[src/rtl/spike_event_logger.sv]
// Spike rising-edge event logger: timestamps pre/post edges into a FIFO; 1-cycle write-to-valid latency.
// Valid/ready output; a full FIFO with no pop that cycle drops the event and counts it (saturating).
module spike_event_logger #(
  parameter int DEPTH = 8,
  parameter int TS_W  = 14
) (
  input  logic                     clk,
  input  logic                     reset_n,
  input  logic                     enable,
  input  logic                     clr,
  input  logic                     pre_spike,
  input  logic                     post_spike,
  input  logic                     out_ready,
  output logic                     out_valid,
  output logic [TS_W+1:0]          out_data,
  output logic [$clog2(DEPTH):0]   level,
  output logic [7:0]               drop_count,
  output logic                     overflow
);

  localparam int AW = $clog2(DEPTH);
  localparam int LW = AW + 1;
  localparam int EW = TS_W + 2;
  localparam logic [LW-1:0] FULL_LVL = LW'(DEPTH);

  logic [TS_W-1:0] ts;
  logic            pre_q;
  logic            post_q;
  logic [EW-1:0]   mem [DEPTH];
  logic [AW-1:0]   wr_ptr;
  logic [AW-1:0]   rd_ptr;
  logic [LW-1:0]   cnt;

  logic            pre_edge;
  logic            post_edge;
  logic            ev;
  logic            full;
  logic            empty;
  logic            pop;
  logic            push;
  logic            drop;
  logic [EW-1:0]   ev_word;

  always_comb begin
    pre_edge  = pre_spike & ~pre_q;
    post_edge = post_spike & ~post_q;
    ev        = enable & (pre_edge | post_edge);
    ev_word   = {post_edge, pre_edge, ts};
    full      = (cnt == FULL_LVL);
    empty     = (cnt == '0);
    pop       = ~empty & out_ready;
    // A full FIFO still accepts a push when the head leaves in the same cycle.
    push      = ev & (~full | pop);
    drop      = ev & full & ~pop;
  end

  assign out_valid = ~empty;
  assign out_data  = empty ? '0 : mem[rd_ptr];
  assign level     = cnt;

  always_ff @(posedge clk or negedge reset_n) begin
    if (!reset_n) begin
      ts <= '0;
    end else if (clr) begin
      ts <= '0;
    end else begin
      ts <= ts + 1'b1;
    end
  end

  // Edge history keeps tracking through clr and enable=0 so held levels never re-fire.
  always_ff @(posedge clk or negedge reset_n) begin
    if (!reset_n) begin
      pre_q  <= 1'b0;
      post_q <= 1'b0;
    end else begin
      pre_q  <= pre_spike;
      post_q <= post_spike;
    end
  end

  always_ff @(posedge clk or negedge reset_n) begin
    if (!reset_n) begin
      wr_ptr <= '0;
      rd_ptr <= '0;
      cnt    <= '0;
    end else if (clr) begin
      wr_ptr <= '0;
      rd_ptr <= '0;
      cnt    <= '0;
    end else begin
      if (push) wr_ptr <= wr_ptr + 1'b1;
      if (pop)  rd_ptr <= rd_ptr + 1'b1;
      case ({push, pop})
        2'b10:   cnt <= cnt + 1'b1;
        2'b01:   cnt <= cnt - 1'b1;
        default: cnt <= cnt;
      endcase
    end
  end

  always_ff @(posedge clk or negedge reset_n) begin
    if (!reset_n) begin
      for (int i = 0; i < DEPTH; i++) mem[i] <= '0;
    end else if (!clr && push) begin
      mem[wr_ptr] <= ev_word;
    end
  end

  always_ff @(posedge clk or negedge reset_n) begin
    if (!reset_n) begin
      drop_count <= '0;
      overflow   <= 1'b0;
    end else if (clr) begin
      drop_count <= '0;
      overflow   <= 1'b0;
    end else if (drop) begin
      if (drop_count != 8'hFF) drop_count <= drop_count + 1'b1;
      overflow <= 1'b1;
    end
  end

endmodule

[config.mk]
export PLATFORM = sky130hd
export DESIGN_NAME = spike_event_logger
export DESIGN_NICKNAME = d
export VERILOG_FILES = /design/src/rtl/spike_event_logger.sv
export SDC_FILE = /design/constraint.sdc
export NUM_CORES = 1
export LEC_CHECK = 0
export CAP_MARGIN = 25
export CORE_ASPECT_RATIO = 1.25
export CORE_MARGIN = 10
export CORE_UTILIZATION = 55
export DETAILED_ROUTE_END_ITERATION = 16
export GPL_TIMING_DRIVEN = 0
export PLACE_DENSITY_LB_ADDON = 0.08
export SETUP_SLACK_MARGIN = 0.4
export SLEW_MARGIN = 20
export SYNTH_ARGS = -nofsm -noshare
export SYNTH_HDL_FRONTEND = slang
export SYNTH_SLANG_ARGS = --single-unit
[constraint.sdc]
create_clock -name clk -period 4.9 [get_ports clk]
set_clock_uncertainty 0.2 [all_clocks]
set_input_delay 0.735 -clock clk [delete_from_list [all_inputs] [get_ports clk]]
set_output_delay 0.735 -clock clk [all_outputs]
set_load 0.05 [all_outputs]
==> metrics.md <==
| Metric | Value |
|---|---|
| Top FF cell, synth | `sky130_fd_sc_hd__dfrtp_1` |
| Number of placed cells counting well taps | `759` |
| Worst-case headroom to the max-slew limit | `39.7%` |
| Biggest fanout along the worst timing path | `10` |
| Wire per inst | `20.9 um` |
| Cell type with the highest aggregate area in the netlist | `sky130_fd_sc_hd__dfrtp_1` |
| Clock insertion delay at the later pin of the skew report | `430 ps` |
| Global-route usage over all layers | `17.7%` |
| Top cell type's share of synthesized area | `53.2%` |
| Root buffer selected by CTS | `sky130_fd_sc_hd__clkbuf_16` |
| Sequential fraction of the synthesis area | `53.2%` |
| Required arrival time at the worst endpoint | `3960 ps` |
| Worst vdd rail ir drop | `0.386 mV` |
| Class of the worst hold path | `input pin to async pin` |
| Cells taking the most area after synthesis | `sky130_fd_sc_hd__dfrtp_1, sky130_fd_sc_hd__mux2_2, sky130_fd_sc_hd__mux4_2` |
| Synth-to-Final Area Change | `15.5%` |
| Period utilization | `85.1%` |
| Final setup violating endpoints | `0` |
| Routability congestion estimate | `0.784` |
| Maximum number of pins on one net before global-route repair | `100` |
| Filler-free cell count of the finished design | `788` |
| Number of different library cells in the post-synthesis netlist | `45` |
| Cells traversed along the worst timing path | `nor4_4 > clkbuf_1 > nor2_1 > clkdlybuf4s50_1` |
| Startpoint class of the critical path | `flip-flop` |
| Maximum level of the CTS H-tree | `4` |
| Post CTS Setup Buffer Count | `0` |
| Share of async-settable or async-resettable flops after synthesis | `100%` |
| First-pass GRT wire length | `26800 um` |
| Number of antenna violations at the first check in global routing | `0` |
| Post-synth EDFFs | `0` |
| Iter 0 DRT Violations | `229` |
| Most frequently used cell type in the post-synthesis netlist | `sky130_fd_sc_hd__dfrtp_1` |
| Number of I/O pins | `37` |
| Pin slew with the least headroom to its limit | `905 ps` |
| Utilization after layout | `64.4%` |
| Flops & latches, synth | `163` |
| Layout cells sized above 1 | `36.5%` |
| Drt via density | `5.74` |
| Setup repair after global routing missed its margin | `false` |
| Multi-input logic area | `3370 um^2` |
| Number of gates resized after cts | `0` |
| Iteration count of the initial detailed-routing pass | `4` |
| Sequential cell area | `4080 um^2` |
| Slowest cell on crit path | `sky130_fd_sc_hd__nor4_4` |
| Worst hold margin | `52.2 ps` |
| Number of max-capacitance violations reported | `0` |
| Number of cell rows | `48` |
| Count of buffers from port buffering | `36` |
| Net count of the mapped netlist | `560` |
| Number of buffers inserted for hold repair after clock tree synthesis | `0` |
| Antenna viol nets, final | `0` |
| Total standard cell area after synthesis | `7670 um^2` |
| Achievable frequency | `0.240 GHz` |
| Initial Utilization | `55.8%` |
| Leak pwr | `4.09 nW` |
| Number of pins exceeding their max-slew limit in the final report | `0` |
| Final routed DRC violation total | `0` |
| Detailed-route via count | `4521` |
| Power density cells | `409 nW/um^2` |
| Die height | `152 um` |
| Kind of capture point of the worst setup path | `primary output` |
| Largest incremental delay on the critical path | `770 ps` |
| Total number of clock tree sinks | `163` |
| TritonCTS clock tree | `built` |
| Clock buffer count from CTS | `17` |
| Overall die width | `126 um` |
| Syn Area/Cell | `14.0 um^2` |
| # nets final | `616` |
| Grt ovf | `0` |
| Reg clk slew, reported paths | `60 ps` |
| Sum of net half-perimeters after detailed placement | `11000 um` |
| Total detailed-routing wirelength | `16500 um` |
| Final critical path time including I/O delays and setup | `4170 ps` |
| Final Hold Violating Endpoints | `0` |
| Count of yosys warnings during synthesis | `0` |
| Core Area | `13800 um^2` |
| Worst setup path category | `flip-flop to primary output` |
| Number of cells produced by synthesis | `547` |
| Die Area | `19100 um^2` |
| Fill count | `1050` |
| Vias in the first global route | `4947` |
| Critical path arrival | `3230 ps` |
| Maximum buffer depth of the clock tree | `2` |
| Count of antenna diodes in the layout | `0` |
| Status | `completed` |
| Leading cell types by count after synthesis | `sky130_fd_sc_hd__dfrtp_1, sky130_fd_sc_hd__mux2_2, sky130_fd_sc_hd__nor2_1` |
[metrics by stage]
| stage | setup slack [ps] | setup TNS, ps | power (mW) | cell area [um^2] |
|---|---|---|---|---|
| after detailed placement | 1150 | 0 | 2.36 | 8280 |
| after global routing | 626 | 0 | 3.77 | 8860 |
| final | 731 | 0 | 3.63 | 8860 |
| after global placement | -3410 | -553370 | 2.34 | 8250 |
| after floorplan | 1690 | 0 | 2.06 | 7670 |
| after CTS | 688 | 0 | 3.66 | 8860 |
[flip-flops by register name, indices dropped and copies added (netlist names)]
signal,flops
level,4
post_q,1
ts,14
overflow,1
rd_ptr,3
drop_count,8
mem,128
pre_q,1
wr_ptr,3
[metal layers]
metal  share of wire [%]  wire length [um]  GRT usage [%]
met1                  43              7100           21.3
met2                  53              8800           30.9
met3                 2.0               331           3.79
met4                 1.4               231           5.16
met5                   0                 0              0
[critical path: cells and delay by family, from the launching register on]
family | cells | cell delay (ps)
simple gates | 2 | 930
flops | 1 | 480
buf+inv | 2 | 1390
[logic make-up (layout without fill, tap and decap cells)]
family | count (synthesis) | in the layout | share of synthesized area, %
buf+inv | 47 | 113 | 2.92
mux | 178 | 178 | 30.6
compound gates | 20 | 20 | 1.70
flops | 163 | 163 | 53.2
simple gates | 111 | 111 | 8.11
xor+xnor | 22 | 22 | 2.51
fa+ha+maj | 6 | 6 | 0.979
[path summary, 6_finish.rpt]
path | from | endpoint | slack (ps) | depth (start not counted)
setup / recovery | level[0] | out_data[14] | 730 | 4
setup reg to reg | level[0] | level[3] | 1630 | 10
hold / removal | reset_n | drop_count[3] | 50 | 1
hold reg to reg | mem[94] | mem[94] | 300 | 1
max in group asynchronous | reset_n | mem[83] | 3580 | 2
min in group clk | mem[94] | mem[94] | 300 | 1
[where the power goes]
part / internal, mW / switching, mW / total, mW
logic: 0.321 / 0.566 / 0.887
clock network: 0.796 / 0.499 / 1.30
registers: 1.40 / 0.0449 / 1.44
[cell usage in the layout, fill, tap and decap left out, types with 3 or more instances in the layout]
master                            count
sky130_fd_sc_hd__clkbuf_16           17
sky130_fd_sc_hd__nor2b_1              7
sky130_fd_sc_hd__and3_1               5
sky130_fd_sc_hd__nor3_1               4
sky130_fd_sc_hd__mux4_2              32
sky130_fd_sc_hd__buf_6                3
sky130_fd_sc_hd__clkbuf_1            22
sky130_fd_sc_hd__buf_4                3
sky130_fd_sc_hd__nand3_1             11
sky130_fd_sc_hd__ha_1                 6
sky130_fd_sc_hd__a21oi_1              6
sky130_fd_sc_hd__nand2_1             16
sky130_fd_sc_hd__mux2_2             129
sky130_fd_sc_hd__buf_2               11
sky130_fd_sc_hd__dfrtp_1            163
sky130_fd_sc_hd__mux2i_1             16
sky130_fd_sc_hd__clkinv_2             3
sky130_fd_sc_hd__nor2_1              45
sky130_fd_sc_hd__buf_1                5
sky130_fd_sc_hd__clkbuf_8             8
sky130_fd_sc_hd__xnor2_1             11
sky130_fd_sc_hd__xor2_1              11
sky130_fd_sc_hd__o21ai_0              5
sky130_fd_sc_hd__clkdlybuf4s50_1     35
[area by class of cell]
class | count | share of cell area [%]
buffer | 44 | 2.40
clock buffer | 25 | 6.04
clock inverter | 4 | 0.508
inverter | 3 | 0.127
multi-input combinational | 337 | 38.0
sequential | 163 | 46.0
tap | 175 | 2.47
timing repair buffer | 37 | 4.43
(Power assumes the default switching activity.)
